[src/rtl/led_ctrl.sv]
// Memory-mapped LED controller: DATA/BLINK/PERIOD/CTRL window,
// per-LED blink on a shared half-period timebase, registered outputs.
module led_ctrl #(
    parameter int          N_LED      = 24,
    parameter logic [11:0] BASE_ADDR  = 12'h060,
    parameter int          PERIOD_W   = 32,
    parameter int unsigned PERIOD_RST = 50_000_000
) (
    input  logic             clk,
    input  logic             rst,
    input  logic [11:0]      addr,
    input  logic             wen,
    input  logic [31:0]      wdata,
    input  logic             ren,
    output logic [31:0]      rdata,
    output logic [N_LED-1:0] led
);

    localparam logic [PERIOD_W-1:0] PERIOD_INIT = PERIOD_W'(PERIOD_RST);
    localparam logic [PERIOD_W-1:0] ONE         = PERIOD_W'(1);

    logic [N_LED-1:0]    data_q;
    logic [N_LED-1:0]    blink_q;
    logic [PERIOD_W-1:0] period_q;
    logic                en_q;
    logic                inv_q;
    logic [PERIOD_W-1:0] cnt_q;
    logic                ph_q;

    logic                hit;
    logic [1:0]          off;
    logic                wr_data;
    logic                wr_blink;
    logic                wr_period;
    logic                wr_ctrl;
    logic                blink_off;
    logic [N_LED-1:0]    raw;
    logic [N_LED-1:0]    led_d;
    logic [31:0]         rd_val;

    // Byte lanes and dropped write bits are intentionally ignored.
    logic unused_bits;
    assign unused_bits = ^{addr[1:0], wdata};

    always_comb begin
        hit       = (addr[11:4] == BASE_ADDR[11:4]);
        off       = addr[3:2];
        wr_data   = wen && hit && (off == 2'd0);
        wr_blink  = wen && hit && (off == 2'd1);
        wr_period = wen && hit && (off == 2'd2);
        wr_ctrl   = wen && hit && (off == 2'd3);
        blink_off = (period_q <= ONE);
    end

    always_ff @(posedge clk) begin
        if (rst) begin
            data_q   <= '0;
            blink_q  <= '0;
            period_q <= PERIOD_INIT;
            en_q     <= 1'b1;
            inv_q    <= 1'b0;
        end else begin
            if (wr_data)   data_q   <= wdata[N_LED-1:0];
            if (wr_blink)  blink_q  <= wdata[N_LED-1:0];
            if (wr_period) period_q <= wdata[PERIOD_W-1:0];
            if (wr_ctrl) begin
                en_q  <= wdata[0];
                inv_q <= wdata[1];
            end
        end
    end

    // A PERIOD write restarts the phase in the on state.
    always_ff @(posedge clk) begin
        if (rst) begin
            cnt_q <= '0;
            ph_q  <= 1'b1;
        end else if (wr_period || blink_off) begin
            cnt_q <= '0;
            ph_q  <= 1'b1;
        end else if (cnt_q == period_q - ONE) begin
            cnt_q <= '0;
            ph_q  <= ~ph_q;
        end else begin
            cnt_q <= cnt_q + ONE;
        end
    end

    always_comb begin
        raw   = data_q & (~blink_q | {N_LED{ph_q}});
        led_d = en_q ? (raw ^ {N_LED{inv_q}}) : '0;
    end

    always_comb begin
        rd_val = '0;
        if (hit) begin
            unique case (off)
                2'd0: rd_val[N_LED-1:0]    = data_q;
                2'd1: rd_val[N_LED-1:0]    = blink_q;
                2'd2: rd_val[PERIOD_W-1:0] = period_q;
                2'd3: rd_val[1:0]          = {inv_q, en_q};
            endcase
        end
    end

    always_ff @(posedge clk) begin
        if (rst) begin
            led   <= '0;
            rdata <= '0;
        end else begin
            led <= led_d;
            if (ren) rdata <= rd_val;
        end
    end

endmodule

[config.mk]
export PLATFORM = sky130hd
export DESIGN_NAME = led_ctrl
export DESIGN_NICKNAME = d
export VERILOG_FILES = /design/src/rtl/led_ctrl.sv
export SDC_FILE = /design/constraint.sdc
export NUM_CORES = 1
export LEC_CHECK = 0
export BUFFER_PORTS_ARGS = -buffer_cell sky130_fd_sc_hd__clkbuf_2
export CAP_MARGIN = 20
export CORE_UTILIZATION = 49
export DETAILED_ROUTE_END_ITERATION = 8
export PLACE_DENSITY = 0.71
export SYNTH_ARGS = -nofsm -noshare
export SYNTH_HDL_FRONTEND = slang
export SYNTH_SLANG_ARGS = --single-unit
export TNS_END_PERCENT = 50
[constraint.sdc]
create_clock -name clk -period 7.15 [get_ports clk]
set_input_delay 0 -clock clk [delete_from_list [all_inputs] [get_ports clk]]
set_output_delay 0 -clock clk [all_outputs]
set_load 0.01 [all_outputs]
# Word level (Yosys, flattened, before mapping)
# Cells that the tools add are included.
# totals
register_bits,171
input_bits,48
out_inout_bits,56
word_cells,37
# op_classes
n_lt_le_gt_ge,1
eq_ne,5
muxes,4
n_reduce_logical,10
n_bitwise,6
n_addsub,2
# ops
operator,count
case mux 22 bit (3 select lines),1
adder 32 x 1 -> 32 bit (second input constant),1
equality test 32 bit,1
<= comparator 32 x 1 -> 1 bit (second input constant),1
two-way mux 32 bit,1
subtractor 32 x 1 -> 32 bit (second input constant),1
bitwise AND 24 bit,1
NOT 24 bit,1
bitwise OR 24 bit,1
bitwise XOR 24 bit,1
equality test 8 x 3 -> 1 bit (second input constant),1
two-way mux 8 bit,1
case mux 2 bit (4 select lines),1
logical AND 1 bit,5
equality test 2 bit (second input constant),2
OR reduction 2 bit,2
OR reduction 3 bit,1
equality test 2 x 1 -> 1 bit (second input constant),1
zero test 2 bit,1
NOT 1 bit,2
logical OR 1 bit,1

# Longest topological paths before layout
# Gate-level depths: netlist (run 1).
# depth
depth_word,5
depth_mapped,13
depth_no_buf,10

# Worst setup path before layout (run 1)
# No wires, ideal clock.
# synth_path
path_kind,register to register
start,reg period_q[0]
end,reg cnt_q[23]
setup_time_ps,115
path_stages_with_launch,14
synth_period_minus_slack_ps,3239
arrival_ps,3124
required_ps,7035
setup_slack_ps,3911
n_path_buf,3
cell_sequence,dfxtp_1 -> clkbuf_1 -> inv_1 -> ha_1 -> nor4b_4 -> and2_1 -> buf_6 -> nand3_4 -> or4_1 -> a22o_1 -> or4_4 -> o21ai_4 -> buf_6 -> nor2_2
# synth_between
elab_chain_cells,3
elab_cells_between_ends,5
cone_classes,add/sub (1); order compare (1); eq/ne (1); reduce/logical (2)
# synth_lines
element,line,text
from (decl),24,logic [PERIOD_W-1:0] period_q;
from (signal assigned),65,if (wr_period) period_q <= wdata[PERIOD_W-1:0];
subtractor 32 x 1 -> 32 bit or <= comparator 32 x 1 -> 1 bit (tied branches),"81, 52",
equality test 32 bit or logical OR 1 bit (tied branches),"81, 78",
OR reduction 3 bit (no source line) *,n/a,
to (signal assigned),85,cnt_q <= cnt_q + ONE;
to (decl),27,logic [PERIOD_W-1:0] cnt_q;
# Mark *: on every way between the ends. The rest lies on a longest branch, timed or not.
# A chain may end at the register's enable or synchronous reset.

# Final worst setup path (run 1)
# layout_path
start,reg period_q[1]
end,reg cnt_q[13]
# The elaborated chain is that of the path after synthesis.

==> reports/metrics.cfg, run 1 <==
[global_routing]
grt_overflow = 0
met3_usage_pct = 4.46
grt_first_pass_wirelength_um = 35200
busiest_layer = met2
grt_pass1_vias = 7016
grt_use_total_pct = 25.7
met2_usage_pct = 42.8
antenna_found_initial = 0
grt_max_degree = 64
grt.met1_usage_pct = 32.8

[drt]
route.antenna.remaining_nets = 0
drtIter0Drc = 690
drt-total-wl_um = 21900
via_per_inst = 5.42
drc = 0
drtPass1Iterations = 8
wire_per_inst_um = 15.9
num_vias = 7441

[finish]
num-fill-cells = 1500
postLayoutCoreUtil_pct = 59.5
num_antenna_cells = 0
area_growth_pct = 18.9
drive_gt1_share_pct = 15.4
layout.nets = 1191
final_cell_count_no_fill = 1372

[logic_synthesis]
synth_edf_count = 0
syn_inst = 1046
postSynth.asyncResetShare_pct = 0
synth_cell_types = 58
synth_most_common_cell = nand2_1
avgSynthCellArea_um2 = 7.91
synth-seq-cells = 171
synth_fp_nets = 1097
ys_top_cells_by_count = nand2_1, dfxtp_1, a21oi_1, nor2_1, xor2_1
synthFlopType = dfxtp_1
yosys_warnings = 0
synth_top_cell_by_area = dfxtp_1
synthesis.area_um2 = 8280
ys_seq_area_share_pct = 41.4
synth.top_cell.area_share_pct = 41.4
synth.area.top_cells = dfxtp_1, nand2_1, a21oi_1, xor2_1, nor2_1

[critical_path]
crit_start = period_q[1]$_SDFFE_PP0P_
ff2ff_setup_slack_ns = 3.44
crit_required_ns = 7.46
arrival_ns = 4.03
worst_r2r_path_depth = 11
reg2reg_to = cnt_q[13]$_SDFF_PP0_
path_max_fanout = 28
start_kind = flop
critPathCaptureType = flop
worstSetupPathType = flop to flop
r2r_start = period_q[1]$_SDFFE_PP0P_
crit_end = cnt_q[13]$_SDFF_PP0_

[die]
row_count = 47
core_area_um2 = 16500
start_util_pct = 50.1
die_area_um2 = 17400
io_pins = 104
die_y_um = 132
die_width_um = 132

[clock_tree]
cts.sinks = 171
post_cts_resized = 0
cts_setup_buffers = 0
cts_tree = done
clockBufferDepth = 2
cts_root_buf = clkbuf_16
cts_hold_buf = 32
clk_pin_slew_worst_paths_ns = 0.06
clk_latency_ns = 0.42
h-tree-depth = 4
cts_buffers = 17

[timing]
setup_viol = 0
slew_headroom_pct = 28.5
drv_slew = 0
whs_ns = 0.0164
tightest_slew_ns = 1.07
timing.final.hold_violations = 0
fin_tns_setup_ns = 0
clock_skew_ns = 0.00866
period_share_pct = 51.9
rsz0062_at_grt = no
post-route-min-period_ns = 3.71
fmax_ghz = 0.269

[power_and_ir_drop]
ir_drop_mv = 0.199
powerDensity_nw_per_um2 = 209
p_leak_nw = 3.70
power_w = 0.00206

[placement]
place.gp.congestion = 0.899
portBuffers = 101
post-place-cells = 1307
dp_hpwl_um = 14400

[min_path]
min-delay-start = wen
hp-class = input port to flop

[job]
maxCapViolCount = 0

[status]
status = complete, no violations

registers in the layout, summed over array words and instances, names as in the netlist:
register,count
en_q,1
ph_q,1
data_q,24
inv_q,1
period_q,32
blink_q,24
led,24
rdata,32
cnt_q,32
cell families after synthesis:
group	count (synthesis)	share of synthesized area, %
compound gates	186	12.4
xor+xnor	91	9.79
fa+ha+maj	3	0.453
buf+inv	100	5.14
flops	171	41.4
mux	27	3.57
simple gates	468	27.3
where the power goes:
part	switching, W	total, W	internal, W
Sequential	0.00000216	0.000956	0.000954
Clock	0.000382	0.00102	0.000640
Combinational	0.0000484	0.0000819	0.0000335
Total	0.000432	0.00206	0.00163
per-stage QoR:
stage,setup slack (ns),cell area [um2]
after floorplan,3.91,8280
after global placement,3.10,8820
after detailed placement,3.05,8820
after CTS,3.04,9790
after global routing,3.29,9840
final,3.44,9840
layout by cell type (no fill, tap or decap), drive strengths merged, types with 10 or more instances in the layout:
| master | synthesis | final |
|---|---|---|
| nand2 | 206 | 206 |
| dfxtp | 171 | 171 |
| clkbuf | 54 | 122 |
| nor2 | 113 | 113 |
| a21oi | 106 | 106 |
| xor2 | 55 | 55 |
| o21ai | 53 | 53 |
| xnor2 | 35 | 35 |
| inv | 32 | 34 |
| nor2b | 33 | 33 |
| dlygate4sd3 | 0 | 32 |
| mux2i | 25 | 25 |
| nand3 | 21 | 21 |
| nor3 | 15 | 15 |
| nand3b | 12 | 12 |
| nand4 | 12 | 12 |
| nand2b | 11 | 11 |
| buf | 14 | 11 |
| and3 | 10 | 10 |
worst min path at each step:
stage / endpoint / slack, ns / cells after the start
after floorplan: period_q[23]$_SDFFE_PP1P_ / 0.12 / 2
after global placement: period_q[25]$_SDFFE_PP1P_ / 0.22 / 3
after detailed placement: period_q[25]$_SDFFE_PP1P_ / 0.23 / 3
after CTS: en_q$_SDFFE_PP1P_ / 0.002 / 3
after global routing: en_q$_SDFFE_PP1P_ / 0.03 / 3
final: en_q$_SDFFE_PP1P_ / 0.02 / 3
cell type report:
| type | count | area (um2) | area share (%) |
|---|---|---|---|
| inverter | 32 | 120 | 1.22 |
| timing repair buffer | 143 | 936 | 9.51 |
| clock buffer | 22 | 464 | 4.72 |
| tap | 220 | 275 | 2.80 |
| clock inverter | 9 | 184 | 1.87 |
| sequential | 171 | 3420 | 34.8 |
| multi-input combinational | 775 | 4440 | 45.1 |
critical path: stages, from the launching register on:
cell       delay, ns
dfxtp_1         0.39
inv_1           0.12
ha_1            0.29
nor4b_4         0.44
nand2_2         0.16
or4_1           0.56
a2111oi_2       0.37
nand4_1         0.19
or4_4           0.48
o21ai_4         0.27
buf_12          0.24
nor2_1          0.08
layer usage:
| layer | vias to the layer above | part of all wire (%) |
|---|---|---|
| met5 | - | 0 |
| met4 | 0 | 2.4 |
| met3 | 41 | 5.8 |
| met2 | 237 | 48 |
| met1 | 3515 | 44 |
| li1 | 3648 | - |
No activity file was read; power rests on OpenSTA's default activity.
==> inputs of run 2 (changes only) <==
==> constraint.sdc (replaced) <==
create_clock -name clk -period 3.8 [get_ports clk]
set_input_delay 0 -clock clk [delete_from_list [all_inputs] [get_ports clk]]
set_output_delay 0 -clock clk [all_outputs]
set_load 0.01 [all_outputs]
==> run 2 against run 1 <==
Effect of this change: critical path type unchanged; clock skew about the same; cell area down 0.84%; count of clock-buffer cells in the layout down 3; flip-flop and latch count unchanged; via count down 1.4%; global-route usage down 0.65 points; cell count up 0.29%; largest power group is now registers; maximum frequency up 4.9%.
==> reports/metrics.cfg, run 2 (synthesized netlist as in run 1, its figures left out) <==
[status]
status = complete, no violations

[finish]
drive_gt1_share_pct = 15.8  ; +0.47 points
layout.nets = 1194  ; +0.25%
final_cell_mix = nand2_1, dfxtp_1, a21oi_1
num_antenna_cells = 0  ; unchanged
area_growth_pct = 17.9
layout_commonest_cell = nand2_1
reg.largest.list = cnt_q x32, period_q x32, rdata x32

[timing]
slew_headroom_pct = 29.8  ; +1.3 points
period_share_pct = 93.1  ; +41 points
timing.final.hold_violations = 0  ; unchanged
post-route-min-period_ns = 3.54  ; -0.174 ns
setup_viol = 0  ; unchanged
drv_slew = 0  ; unchanged
rsz0062_at_grt = no
whs_ns = 0.0389  ; +0.0226 ns
clock_skew_ns = 0.00870  ; +0.0000454 ns
fin_tns_setup_ns = 0  ; unchanged
tightest_slew_ns = 1.05  ; -0.0207 ns
fmax_ghz = 0.283  ; +4.9%

[die]
core_area_um2 = 16500  ; unchanged
start_util_pct = 50.1  ; unchanged
die_y_um = 132  ; unchanged
row_count = 47  ; unchanged
die_width_um = 132  ; unchanged
io_pins = 104  ; unchanged
die_area_um2 = 17400  ; unchanged

[placement]
portBuffers = 101  ; unchanged
dp_hpwl_um = 14300  ; -0.33%
place.gp.congestion = 0.882  ; -1.9%

[drt]
wire_per_inst_um = 15.7  ; -1.8%
drt-total-wl_um = 21500  ; -1.5%
via_per_inst = 5.33  ; -1.7%
num_vias = 7337  ; -1.4%
drtPass1Iterations = 7  ; -1
route.antenna.remaining_nets = 0  ; unchanged
drtIter0Drc = 571  ; -17%
drc = 0  ; unchanged

[critical_path]
critPathCaptureType = flop
start_kind = flop
arrival_ns = 3.85  ; -0.18 ns
path_max_fanout = 18  ; -36%
r2r_start = period_q[0]$_SDFFE_PP0P_
crit_required_ns = 4.11  ; -3.35 ns
worstSetupPathType = flop to flop
crit_start = period_q[0]$_SDFFE_PP0P_

[clock_tree]
h-tree-depth = 4  ; unchanged
clk_latency_ns = 0.43  ; about the same
clk_pin_slew_worst_paths_ns = 0.07  ; about the same
cts_tree = done
clockBufferDepth = 2  ; unchanged
cts_root_buf = clkbuf_16
cts_buffers = 17  ; unchanged
cts.sinks = 171  ; unchanged

[global_routing]
antenna_found_initial = 0  ; unchanged
grt_overflow = 0  ; unchanged
grt_pass1_vias = 6749  ; -3.8%
grt_use_total_pct = 25.0  ; -0.65 points
grt_first_pass_wirelength_um = 34600  ; -1.7%
grt_max_degree = 68  ; +6.3%

[min_path]
min-delay-start = rst
hp-class = input port to flop

[power_and_ir_drop]
ir_drop_mv = 0.289  ; +45%
powerDensity_nw_per_um2 = 376  ; +80%
p_leak_nw = 3.68  ; -0.67%

[job]
maxCapViolCount = 0  ; unchanged

run 2: changes by cell type in the layout (fill, tap and decap cells not counted), sizes merged:
cell	delta
buf	+3
bufinv	-4
clkbuf	-3
clkinv	+3
inv	+5
run 2: what timing repair did:
action,CTS,global route
setup buffers,0,1
gates resized for setup,0,0
hold buffers,32,0
endpoints found under the setup margin,0,2
endpoints found under the hold margin,82,0
run 2: path summary, 6_finish.rpt:
| check | endpoint | slack [ns] | depth (start not counted) |
|---|---|---|---|
| worst min-delay path | rdata[27]$_SDFFE_PP0P_ | 0.04 | 2 |
| worst min register to register | data_q[19]$_SDFFE_PP0P_ | 0.47 | 2 |
| worst max register to register | cnt_q[15]$_SDFF_PP0_ | 0.26 | 11 |
| worst max-delay path | cnt_q[15]$_SDFF_PP0_ | 0.26 | 11 |
run 2: cell type report:
class,instances,area (um2)
clock inverter,13,133
inverter,32,120
fill,1478,6770
multi-input combinational,775,4440
clock buffer,19,443
tap,220,275
sequential,171,3420
timing repair buffer,146,926
run 2: per-layer routing:
metal	routed length [um]	up-vias	part of all wire [%]	track usage (%)
met1	9580	3424	44	32.6
met4	506	0	2.3	9.88
li1	-	3661	-	-
met5	0	-	0	0
met2	10300	220	48	41.3
met3	1110	32	5.2	4.08
run 2: stage by stage:
stage               setup slack [ns]  total power (W)  util [%]  area, um2  cells
floorplan                      0.561          0.00191         -       8280   1046
global placement               0.363          0.00196      53.6       8850   1311
detailed placement             0.274          0.00196      53.6       8850   1311
CTS                            0.247          0.00369      59.0       9750   1375
global route                  0.0539          0.00379      59.0       9760   1376
finish                         0.261          0.00367      59.0       9760   1376
run 2: report_power, final:
part	leakage [nW]	total, W	internal [W]	switching (W)
registers	1.38	0.00180	0.00179	0.00000441
clock network	0.286	0.00172	0.000942	0.000780
logic	2.02	0.000153	0.0000616	0.0000912
run 2: critical path, stage by stage, from the launching register on:
cell,delay [ns]
dfxtp_1,0.40
inv_1,0.10
ha_1,0.28
nor4b_4,0.42
and2_1,0.36
nand3_4,0.12
or4_1,0.47
a22o_1,0.22
or4_4,0.54
o21ai_4,0.14
buf_4,0.28
nor2_1,0.08
==> inputs of run 3 (changes only) <==
--- a/config.mk
+++ b/config.mk
@@ -7,6 +7,7 @@
 export LEC_CHECK = 0
 export BUFFER_PORTS_ARGS = -buffer_cell sky130_fd_sc_hd__clkbuf_2
 export CAP_MARGIN = 20
+export CORE_ASPECT_RATIO = 0.6
 export CORE_UTILIZATION = 49
 export DETAILED_ROUTE_END_ITERATION = 8
 export PLACE_DENSITY = 0.71
==> run 3 against run 2 <==
Effect of this change: utilization up 1.1 points; flip-flop and latch count unchanged; die area up 0.10%; via count rose by 2.5%; wire length grew 4.8%; sequential power barely moved; critical endpoint is now cnt_q[16]$_SDFF_PP0_; cell count increased by 1.1%; largest cell class unchanged; cell area grew 0.85%.
==> reports/metrics.cfg, run 3 (synthesized netlist as in run 1, its figures left out) <==
[clock_tree]
clk_latency_ns = 0.43  ; about the same
cts.sinks = 171  ; unchanged
h-tree-depth = 4  ; unchanged
clk_pin_slew_worst_paths_ns = 0.06  ; about the same
cts_tree = done
cts_buffers = 17  ; unchanged
cts_root_buf = clkbuf_16
clockBufferDepth = 2  ; unchanged
cts_setup_buffers = 0  ; unchanged

[placement]
portBuffers = 101  ; unchanged
dp_hpwl_um = 15200  ; +6.5%
place.gp.congestion = 0.920  ; +4.4%
dpl_worst_slack_ns = 0.251  ; -0.0237 ns

[critical_path]
critPathCaptureType = flop
ff2ff_setup_slack_ns = 0.20  ; -0.06 ns
start_kind = flop
r2r_start = period_q[1]$_SDFFE_PP0P_
cp_top_family = simple AND/OR/NAND/NOR gates
reg2reg_to = cnt_q[16]$_SDFF_PP0_
path_cells = inv_1, ha_2, nor4b_4, nand2_2, or4_1, a2111oi_2, nand4_1, or4_4, o21ai_4, buf_12, nor2_1
worst_r2r_path_depth = 11  ; unchanged
critPathMaxStageDelay_ns = 0.57  ; +0.03 ns
worstSetupPathType = flop to flop
crit_cells = 11  ; unchanged
arrival_ns = 3.91  ; +0.06 ns
crit_end = cnt_q[16]$_SDFF_PP0_
cp_slowest_cell = or4_1
path_max_fanout = 26  ; +8
crit_buf_inv = 2  ; unchanged
crit_required_ns = 4.11  ; about the same
crit_start = period_q[1]$_SDFFE_PP0P_

[drt]
drtIter0Drc = 581  ; +1.8%
route.antenna.remaining_nets = 0  ; unchanged
num_vias = 7524  ; +2.5%
wire_per_inst_um = 16.2  ; +3.6%
drc = 0  ; unchanged
via_per_inst = 5.41  ; +1.4%
drtPass1Iterations = 5  ; -2
drt-total-wl_um = 22600  ; +4.8%

[finish]
num_antenna_cells = 0  ; unchanged
drive_gt1_share_pct = 15.8  ; about the same
postLayoutCoreUtil_pct = 60.2  ; +1.1 points
num-fill-cells = 1492  ; +0.95%
seqCellArea_um2 = 3420  ; unchanged
area_growth_pct = 18.9
layout.nets = 1202  ; +0.67%
layout_commonest_cell = nand2_1
final_cell_mix = nand2_1, dfxtp_1, a21oi_1
multiInputGateArea_um2 = 4440  ; about the same
reg.largest.list = cnt_q x32, period_q x32, rdata x32

[status]
status = complete, no violations

[min_path]
hp-class = input port to flop

[global_routing]
grt_overflow = 0  ; unchanged
grt_max_degree = 107  ; +57%
grt_use_total_pct = 26.5  ; +1.5 points
grt_first_pass_wirelength_um = 35700  ; +3.4%
grt_pass1_vias = 6773  ; +0.36%
antenna_found_initial = 0  ; unchanged

[die]
io_pins = 104  ; unchanged
die_area_um2 = 17400  ; +0.10%
die_y_um = 103  ; -22%
core_area_um2 = 16400  ; -1.1%
die_width_um = 170  ; +29%
start_util_pct = 50.6  ; +0.53 points
row_count = 36  ; -23%

[timing]
rsz0062_at_grt = no
fin_tns_setup_ns = 0  ; unchanged
setup_viol = 0  ; unchanged
drv_slew = 0  ; unchanged
setup_ws_ns = 0.199  ; -0.0626 ns
period_share_pct = 94.8  ; +1.6 points
slew_headroom_pct = 25.8  ; -4.0 points
timing.final.hold_violations = 0  ; unchanged
clock_skew_ns = 0.0132  ; +0.00449 ns
whs_ns = 0.0712  ; +0.0323 ns
fmax_ghz = 0.278  ; -1.7%
post-route-min-period_ns = 3.60  ; +0.0626 ns
tightest_slew_ns = 1.11  ; +0.0594 ns

[power_and_ir_drop]
ir_drop_mv = 0.266  ; -7.9%
powerDensity_nw_per_um2 = 369  ; -2.1%
p_leak_nw = 3.72  ; +1.1%
power_w = 0.00363  ; -1.3%

[job]
maxCapViolCount = 0  ; unchanged

## run 3: cell types whose count changed in the layout (fill, tap and decap cells not counted), sizes merged
cell and change:
clkbuf +1, dlygate4sd3 +6, inv -3, buf +2, clkinv +1
## run 3: area by class of cell
class	instances	area share, %
repair buffers	154	10.3
flip-flops and latches	171	34.8
multi-input cells	775	45.1
clock buffers	20	4.54
clock inverters	11	1.13
well taps	228	2.90
inverters	32	1.22
## run 3: how the worst min path moves through the flow
stage / from / to / slack [ns] / cells after the start
final: wen / en_q$_SDFFE_PP1P_ / 0.07 / 3
after CTS: wen / en_q$_SDFFE_PP1P_ / 0.06 / 3
after detailed placement: wdata[25] / period_q[25]$_SDFFE_PP1P_ / 0.23 / 3
after global routing: wen / en_q$_SDFFE_PP1P_ / 0.08 / 3
after floorplan: wdata[23] / period_q[23]$_SDFFE_PP1P_ / 0.12 / 2
after global placement: wdata[29] / period_q[29]$_SDFFE_PP0P_ / 0.23 / 3
## run 3: timing repair
item,4_1_cts,5_1_grt
endpoints found under the hold margin,86,0
endpoints found under the setup margin,0,26
gates resized for setup,0,1
hold buffers,38,0
## run 3: worst reg2reg max path, delay by kind of cell (launching register included)
family                     cells  cell delay, ns
AOI/OAI and AO/OA              2            0.60
buffers and inverters          2            0.32
adders and majority gates      1            0.25
DFF                            1            0.38
and+or+nand+nor                6            1.94
## run 3: where the power goes
| part | leakage [nW] | switching (W) | total, W | internal (W) |
|---|---|---|---|---|
| Sequential | 1.38 | 0.00000386 | 0.00180 | 0.00179 |
| Combinational | 2.07 | 0.0000928 | 0.000157 | 0.0000645 |
| Clock | 0.273 | 0.000743 | 0.00167 | 0.000928 |
| Total | 3.72 | 0.000839 | 0.00363 | 0.00279 |
## run 3: stage by stage
stage	cells	cell area [um2]
floorplan	1046	8280
global placement	1322	8900
detailed placement	1322	8900
CTS	1391	9840
global route	1391	9840
finish	1391	9840
## run 3: metal layers
| metal | global-route usage, % | up-vias | share of wire (%) |
|---|---|---|---|
| met5 | 0 | - | 0 |
| met2 | 40.7 | 302 | 43 |
| li1 | - | 3692 | - |
| met3 | 4.80 | 22 | 7.6 |
| met4 | 7.28 | 0 | 0.98 |
| met1 | 38.1 | 3508 | 48 |
